--- config.mk ---
export PLATFORM = sky130hd
export DESIGN_NAME = vpu_dma
export DESIGN_NICKNAME = d
export VERILOG_FILES = /design/src/rtl/vpu_dma.sv
export SDC_FILE = /design/constraint.sdc
export NUM_CORES = 1
export LEC_CHECK = 0
export ABC_AREA = 1
export CAP_MARGIN = 10
export CORE_AREA = 2 2 294 296
export DETAILED_ROUTE_END_ITERATION = 12
export DIE_AREA = 0 0 296 298
export DONT_BUFFER_PORTS = 1
export PLACE_DENSITY = 0.48
export SETUP_SLACK_MARGIN = 0.1
export SYNTH_ARGS = -nofsm -noshare
export SYNTH_HDL_FRONTEND = slang
export SYNTH_SLANG_ARGS = --single-unit
--- constraint.sdc ---
create_clock -name clk -period 2.9 [get_ports clk]
set_input_delay 0.58 -clock clk [delete_from_list [all_inputs] [get_ports clk]]
set_output_delay 0.58 -clock clk [all_outputs]
set_load 0.02 [all_outputs]
--- src/rtl/vpu_dma.sv ---
// vpu_dma: multi-channel DMA that bursts bytes from an external video bus into a local line cache.
// Channels are picked round-robin; each burst holds the bus until the channel's length is exhausted.
module vpu_dma #(
  parameter int NUM_CH   = 2,
  parameter int CACHE_AW = 6,
  parameter int VA_W     = 16
) (
  input  logic                clk,
  input  logic                rst,
  input  logic [5:0]          AD,
  input  logic [7:0]          DI,
  output logic [7:0]          DO,
  input  logic                rw,
  input  logic                cs,
  output logic                irq,
  output logic [VA_W-1:0]     VADDR,
  input  logic [7:0]          VDATA,
  output logic                hold,
  output logic                vramcs,
  input  logic                vrambusy,
  input  logic [CACHE_AW-1:0] rd_addr,
  output logic [7:0]          rd_data
);
  localparam int CW = NUM_CH > 1 ? $clog2(NUM_CH) : 1;
  localparam logic [3:0] NCH = 4'(NUM_CH);
  localparam logic [2:0] S_IDLE = 3'd0;
  localparam logic [2:0] S_REQ  = 3'd1;
  localparam logic [2:0] S_ADDR = 3'd2;
  localparam logic [2:0] S_DATA = 3'd3;
  localparam logic [2:0] S_INC  = 3'd4;
  localparam logic [2:0] S_REL  = 3'd5;
  logic [VA_W-1:0]     r_addr [NUM_CH];
  logic [7:0]          r_step [NUM_CH];
  logic [7:0]          r_len  [NUM_CH];
  logic [7:0]          r_cnt  [NUM_CH];
  logic [CACHE_AW-1:0] r_base [NUM_CH];
  logic [CACHE_AW-1:0] r_ptr  [NUM_CH];
  logic [NUM_CH-1:0]   r_ien, r_done, r_pend, r_busy;
  logic [2:0]          r_state;
  logic                r_hold;
  logic [CW-1:0]       r_sel, r_last;
  logic [7:0]          r_cache [2**CACHE_AW];
  logic                w_ok, w_wr, w_rd, w_pick_ok, w_last;
  logic [CW-1:0]       w_ch, w_pick;
  logic [15:0]         w_a16;
  logic [7:0]          w_rdata;
  assign w_ok   = ({1'b0, AD[5:3]} < NCH);
  assign w_ch   = CW'(AD[5:3]);
  assign w_wr   = cs && !rw && w_ok;
  assign w_rd   = cs && rw && w_ok;
  assign w_a16  = 16'(r_addr[w_ch]);
  assign w_last = ({1'b0, r_cnt[r_sel]} + 9'd1) >= {1'b0, r_len[r_sel]};
  assign irq    = |(r_done & r_ien);
  assign hold   = r_hold || (r_state == S_IDLE && w_pick_ok);
  assign vramcs = r_state == S_ADDR || r_state == S_DATA || r_state == S_INC;
  assign VADDR  = r_addr[r_sel];
  always_comb begin
    w_rdata = 8'h00;
    if (w_ok)
      case (AD[2:0])
        3'd0: w_rdata = w_a16[15:8];
        3'd1: w_rdata = w_a16[7:0];
        3'd2: w_rdata = r_step[w_ch];
        3'd3: w_rdata = r_len[w_ch];
        3'd4: w_rdata = 8'(r_base[w_ch]);
        3'd5: w_rdata = {r_done[w_ch], r_ien[w_ch], 5'b0, r_busy[w_ch]};
        3'd6: w_rdata = r_cnt[w_ch];
        default: w_rdata = 8'(r_ptr[w_ch]);
      endcase
  end
  // Scan downward so the closest pending channel after r_last is the one kept.
  always_comb begin
    w_pick_ok = 1'b0;
    w_pick    = r_last;
    for (int k = NUM_CH; k >= 1; k--)
      if (r_pend[(int'(r_last) + k) % NUM_CH]) begin
        w_pick_ok = 1'b1;
        w_pick    = CW'((int'(r_last) + k) % NUM_CH);
      end
  end
  always_ff @(posedge clk or negedge rst) begin
    if (!rst) begin
      r_state <= S_IDLE;
      r_hold  <= 1'b0;
      r_sel   <= '0;
      r_last  <= CW'(NUM_CH - 1);
      DO      <= 8'h00;
      r_ien   <= '0;
      r_done  <= '0;
      r_pend  <= '0;
      r_busy  <= '0;
      for (int i = 0; i < NUM_CH; i++) begin
        r_addr[i] <= '0;
        r_step[i] <= 8'd1;
        r_len[i]  <= 8'd0;
        r_cnt[i]  <= 8'd0;
        r_base[i] <= '0;
        r_ptr[i]  <= '0;
      end
    end else begin
      case (r_state)
        S_IDLE: if (w_pick_ok) begin
          r_state        <= S_REQ;
          r_hold         <= 1'b1;
          r_sel          <= w_pick;
          r_last         <= w_pick;
          r_busy[w_pick] <= 1'b1;
        end
        S_REQ:  if (!vrambusy) r_state <= S_ADDR;
        S_ADDR: r_state <= S_DATA;
        S_DATA: r_state <= S_INC;
        S_INC: begin
          r_addr[r_sel] <= r_addr[r_sel] + VA_W'(r_step[r_sel]);
          r_ptr[r_sel]  <= r_ptr[r_sel] + CACHE_AW'(1);
          r_cnt[r_sel]  <= r_cnt[r_sel] + 8'd1;
          r_state       <= w_last ? S_REL : S_ADDR;
        end
        S_REL: begin
          r_hold        <= 1'b0;
          r_pend[r_sel] <= 1'b0;
          r_busy[r_sel] <= 1'b0;
          r_state       <= S_IDLE;
        end
        default: r_state <= S_IDLE;
      endcase
      // CPU writes follow the FSM so a reload overrides the same-cycle increment.
      if (w_wr)
        case (AD[2:0])
          3'd0: r_addr[w_ch] <= VA_W'({DI, w_a16[7:0]});
          3'd1: r_addr[w_ch] <= VA_W'({w_a16[15:8], DI});
          3'd2: r_step[w_ch] <= DI;
          3'd3: begin
            r_len[w_ch]  <= DI;
            r_cnt[w_ch]  <= 8'd0;
            r_ptr[w_ch]  <= r_base[w_ch];
            r_done[w_ch] <= DI == 8'd0;
            r_pend[w_ch] <= DI != 8'd0;
          end
          3'd4: r_base[w_ch] <= CACHE_AW'(DI);
          3'd5: r_ien[w_ch] <= DI[6];
          default: ;
        endcase
      if (w_rd && AD[2:0] == 3'd5) r_done[w_ch] <= 1'b0;
      if (r_state == S_REL) r_done[r_sel] <= 1'b1;
      if (cs && rw) DO <= w_rdata;
    end
  end
  always_ff @(posedge clk) begin
    if (r_state == S_DATA) r_cache[r_ptr[r_sel]] <= VDATA;
    rd_data <= r_cache[rd_addr];
  end
endmodule

==> Word level (Yosys, flattened, before mapping) <==
Memory sizes are Yosys's and may differ from the RTL's. A register that Yosys moved wholly into a read port is not among the register bits.
Index checks and enable logic that the tools add are counted.
{ "classes": {"n_bitwise": 14, "add_sub_neg": 6, "eq_ne": 13, "n_reduce_logical": 28, "n_lt_le_gt_ge": 14, "n_mux": 107} }
{ "op_table": {"columns": ["cell", "count"], "rows": [
  ["2-to-1 mux 16 bit", 11],
  ["2-to-1 mux 8 bit", 21],
  ["bitwise mux 32 bit", 3],
  ["2-to-1 mux 6 bit", 11],
  ["2-to-1 mux 32 bit", 2],
  ["case mux 32 bit (2 select lines)", 1],
  ["case mux 8 bit (7 select lines)", 1],
  ["bitwise mux 16 bit", 3],
  ["bitwise mux 12 bit", 3],
  ["2-to-1 mux 12 bit", 3],
  ["demux 16 bit (select 1 bit)", 2],
  ["2-to-1 mux 1 bit", 22],
  ["adder 16 x 8 -> 16 bit", 1],
  ["bitwise AND 16 bit", 1],
  ["demux 8 bit (select 1 bit)", 2],
  ["2-to-1 mux 2 bit", 8],
  ["NOT 16 bit", 1],
  ["== test 3 bit (second input constant)", 5],
  ["case mux 3 bit (5 select lines)", 1],
  ["AND reduction 2 bit", 7],
  ["demux 6 bit (select 1 bit)", 2],
  ["== test 3 x 2 -> 1 bit (second input constant)", 4],
  ["logical AND 1 bit", 11],
  ["adder 8 x 1 -> 9 bit (second input constant)", 1],
  ["29 further kinds", 55]
]} }
{ "word_totals": {"mem_count": 1, "ramBits": 512, "elab_cells": 204, "in_bits": 33, "reg_bits": 126, "output_inout_bits": 35} }
{ "mem_list": {"columns": ["memory", "depth", "width", "rd", "rd_ports_with_merged_regs", "wr", "line_no", "rtl"], "rows": [
  ["r_cache", 64, 8, 1, 1, 1, "42", "logic [7:0] r_cache [2**CACHE_AW];"]
]} }

==> Longest topological paths before layout <==
{ "logic_depth": {"depth_word": 14, "ltp_mapped": 22, "ltp_nobuf": 20} }

==> Worst setup path before layout <==
Ideal clock, no wire load.
{ "synth_timing": {"path_kind": "flip-flop to flip-flop", "start": "register r_sel", "end": "register r_addr[31] (netlist bit)", "synth_period_minus_slack_ns": 2.753, "stages_incl_launch_ff": 17, "path_buffers": 4, "arrival_time_ns": 2.636, "setup_time_ns": 0.117, "path_slack_ns": 0.147, "required_time_ns": 2.783, "cell_sequence": "dfrtp_1 buf_6 buf_6 buf_6 clkbuf_1 o21ai_0 ha_1 nand2_1 inv_1 a21oi_1 nand2_1 nand3_1 nand3_1 nand2_1 nand2_1 nand2_1 nand2_1"} }
{ "synth_via": {"elab_chain_cells": 10, "elab_cells_between_ends": 19, "cone_classes": "1 x add/sub; 2 x order compare; 14 x mux; 1 x bitwise; 1 x reduce/logical"} }
{ "synth_rtl": {"columns": ["item", "line_no", "rtl"], "rows": [
  ["start: declaration", "41", "logic [CW-1:0] r_sel, r_last;"],
  ["start signal: assignment", "105", "r_sel <= w_pick;"],
  ["NOT 1 -> 2 bit (*)", null, null],
  ["2-to-1 mux 16 bit (*) (3 in a row)", null, null],
  ["named net VADDR[6]", "16", "output logic [VA_W-1:0] VADDR,"],
  ["adder 16 x 8 -> 16 bit (*)", "113", "r_addr[r_sel] <= r_addr[r_sel] + VA_W'(r_step[r_sel]);"],
  ["bitwise mux 32 bit (*)", "113", null],
  ["2-to-1 mux 32 bit (*)", "101", "case (r_state)"],
  ["bitwise mux 32 bit, on equally long branches", "130, 129", null],
  ["case mux 32 bit (2 select lines)", "128", "case (AD[2:0])"],
  ["2-to-1 mux 32 bit (*)", "127", "if (w_wr)"],
  ["end signal: indexed assignment", "113", null],
  ["end signal: indexed assignment", "129", "3'd0: r_addr[w_ch] <= VA_W'({DI, w_a16[7:0]});"],
  ["end signal: indexed assignment", "130", "3'd1: r_addr[w_ch] <= VA_W'({w_a16[15:8], DI});"],
  ["end: declaration", "32", "logic [VA_W-1:0] r_addr [NUM_CH];"]
]} }
The timed path passes the listed nets; every way through them passes the cells marked *. The select of a mux whose other input is x is not followed.
A chain may end at the register's enable or synchronous reset.

==> Worst setup path after layout <==
{ "layout_timing": {"start": "register r_sel", "end": "memory r_cache[40][4] (enable)"} }
{ "layout_via": {"elab_chain_cells": 4} }
{ "layout_rtl": {"columns": ["item", "line_no", "rtl"], "rows": [
  ["NOT 1 -> 2 bit (not written as such)", "149", "if (r_state == S_DATA) r_cache[r_ptr[r_sel]] <= VDATA;"],
  ["2-to-1 mux 6 bit (not written as such) (3 in a row)", "149", null],
  ["end: declaration", "42", null]
]} }
Every way passes these cells. The select of a mux whose other input is x is not followed.

==> impl_metrics.csv <==
group,metric,value,unit
placed_design,gp_congestion,0.878,
layout,instances_no_fill,4292,
setup_path,crit_arrival,2900,ps
logic_synthesis,yosysWarnings,0,
clocking,cts_tree,"yes",
pwr,power_leakage,13.1,nW
timing,relSlewSlack,48.2,%
global_route,grt_pass1_vias,21400,
layout,utilization,39.7,%
routing,drt-met1-wl,41.1,mm
logic_synthesis,yosysTopAreaCellShare,52.0,%
clocking,clockBufferDepth,3,
logic_synthesis,synth_edf_count,512,
clocking,cts_root_buf,"clkbuf_16",
logic_synthesis,synth.area.top_cells,"edfxtp_1 52%, nand2_1 13%, dfrtp_1 10%",
placed_design,numPortBuffers,0,
logic_synthesis,netlist.top_cell.by_area,"edfxtp_1",
routing,top_layer,"met5",
routing,finalWirelength,89.7,mm
floorplanning,dieWidth,296,um
setup_path,worst-r2r-setup-slack,240,ps
global_route,grt_overflow_total,0,
timing,period_minus_slack,2660,ps
floorplanning,ios,68,
logic_synthesis,yosysSeqAreaShare,63.2,%
timing,finalHoldViolCount,126,
floorplanning,start_util,34.8,%
clocking,numCtsBuffers,76,
setup_path,cp_max_fo,15,
layout,drive_gt1_share,9.34,%
layout,nFillCells,8398,
timing,drv_slew,0,
routing,route.met2.wl,41.6,mm
job,drv_cap,0,
routing,drtAntennaViolNets,0,
clocking,path_clk_slew,60,ps
logic_synthesis,syn_inst,3053,
pwr,power_density,785,nW/um^2
global_route,grt_max_degree,258,
routing,vias,22100,
logic_synthesis,synth_area,29600,um^2
floorplanning,coreArea,84900,um^2
timing,skew,32.2,ps
timing,grt_setup_unrepaired,"yes",
layout,nets,3141,
routing,wire_per_inst,20.9,um
logic_synthesis,ys_types,50,
layout,diodes,0,
clocking,cts_sinks,646,
layout,final_common_cell,"nand2_1",
pwr,peakVddDrop,0.453,mV
timing,worstMarginPinSlew,774,ps
routing,via_per_inst,5.16,
setup_path,end_kind,"flop",
layout,layout_common_cells,"1,032 x nand2_1, 512 x edfxtp_1, 469 x nand3_1",
timing,setup_violations,0,
worst_hold_path,hold_path_class,"input port to async pin",
status,violations,"negative hold slack",
routing,met3WireLength,4.59,mm
floorplanning,die_area,88200,um^2
floorplanning,rows,107,
routing,first_pass_iters,6,
setup_path,critPathKind,"flop to flop",
clocking,postCtsSetupRepairBufs,0,
placed_design,place_hpwl,55.5,mm
layout,area_growth_syn_to_layout,14.1,%
layout,multi_input_area,9540,um^2
status,run_status,"finished with violations",
logic_synthesis,async_reset_ff_share,19.5,%
logic_synthesis,synth_seq_cells,646,
global_route,track_usage,20.4,%
timing,tns,0,ps
global_route,grt_first_pass_wirelength,136,mm
timing,worst_hold_slack,-352,ps
logic_synthesis,synthFlopType,"edfxtp_1",
routing,drt-initial-drc-count,1787,
global_route,antenna_found_initial,2,
timing,finalCritPeriodShare,91.7,%
placed_design,placed_cells,4155,
floorplanning,die_h,298,um
logic_synthesis,avgSynthCellArea,9.68,um^2
setup_path,setup.worst_path.start_class,"flop",
clocking,h-tree-depth,3,
timing,max_freq,0.376,GHz
setup_path,cp.required,3140,ps
clocking,clk_latency,630,ps
logic_synthesis,syn_nets,3105,
layout,register_area,18700,um^2
routing,drc,0,
[sequential cells by signal, summed over array words and instances, names as in the netlist, 3 cells and up]
signal,flops
r_len,16
rd_data,8
r_state,3
r_addr,32
DO,8
r_cnt,16
r_step,16
r_ptr,12
r_cache,512
r_base,12
[through the flow]
step                worst slack [ps]  area (um^2)  hold slack, ps  power, W
finish                           242        33700            -352    0.0265
CTS                              129        33700            -385    0.0266
floorplan                        147        29600             284    0.0154
global placement                 252        31300             292    0.0172
global route                    40.3        33700            -371    0.0278
detailed placement               259        31300             292    0.0172
[synthesized netlist by cell type, types with 3 or more instances]
master    instances
nor2_1          174
inv_1           134
nor2_2            6
buf_4             5
xor2_1           16
dfxtp_1           8
nand2_1        1035
nand3b_1          7
nor3_1           27
dfstp_2           3
nor2_4            5
nor4_1            3
buf_1            19
nand2_2           9
edfxtp_1        512
buf_6             6
o21ai_1          24
a31oi_1           5
or2_2             5
o22ai_1          26
dfrtp_1         123
inv_2            14
nand4_1           3
clkbuf_1         53
ha_1             18
o21ai_2           4
a21oi_1          72
xnor2_1           3
nand3_1         469
a22oi_1          18
o211ai_1         26
buf_2            84
o21ai_0         111
a211oi_1          3
[final timing paths]
| path | to | cells past startpoint | from |
|---|---|---|---|
| setup / recovery | r_cache[40][4]$_DFFE_PP_ | 8 | r_sel$_DFFE_PN0P_ |
| hold / removal | r_addr[24]$_DFF_PN0_ | 0 | rst |
| setup reg to reg | r_cache[40][4]$_DFFE_PP_ | 8 | r_sel$_DFFE_PN0P_ |
| hold reg to reg | r_step[9]$_DFFE_PN0P_ | 2 | r_step[9]$_DFFE_PN0P_ |
| max in group asynchronous | r_last$_DFFE_PN1P_ | 0 | rst |
| min in group clk | r_cache[17][1]$_DFFE_PP_ | 0 | VDATA[1] |
[worst max-delay path: stages, from the launching register on]
cell and delay (ps):
dfrtp_2 510, buf_4 310, nand2_1 80, o21ai_1 130, inv_2 110, nor2_1 180, nand3_1 140, buf_4 210
nor2_1 570
[final cells by class]
type,instances,share of cell area [%]
clock buffer,90,5.92
clock inverter,47,1.24
tap,1144,4.24
multi-input combinational,2091,28.3
inverter,149,1.69
timing repair buffer,125,3.19
sequential,646,55.4
[cells by family (layout without fill, tap and decap cells)]
logic type | Yosys count | count (layout) | share of synthesized area, %
mux | 2 | 2 | 0.0677
compound gates | 303 | 303 | 5.92
buf+inv | 316 | 411 | 4.58
flops | 646 | 646 | 63.2
fa+ha+maj | 19 | 19 | 0.829
simple gates | 1748 | 1748 | 24.8
xor+xnor | 19 | 19 | 0.563
[metal layers]
layer,GRT usage (%),up-vias
met4,6.61,2
met5,0,-
met2,32.2,640
met1,29.0,10900
li1,-,10500
met3,2.78,151
[report_power, final]
group	internal (W)	switching, W
combinational	0.00196	0.00399
clock	0.00539	0.00391
sequential	0.0107	0.000509
[repair_timing]
| item | CTS | global route |
|---|---|---|
| hold endpoints to repair | 126 | 126 |
| resized for setup | 0 | 12 |
| endpoints found under the setup margin | 0 | 46 |
Power figures use the tool's default switching activity.
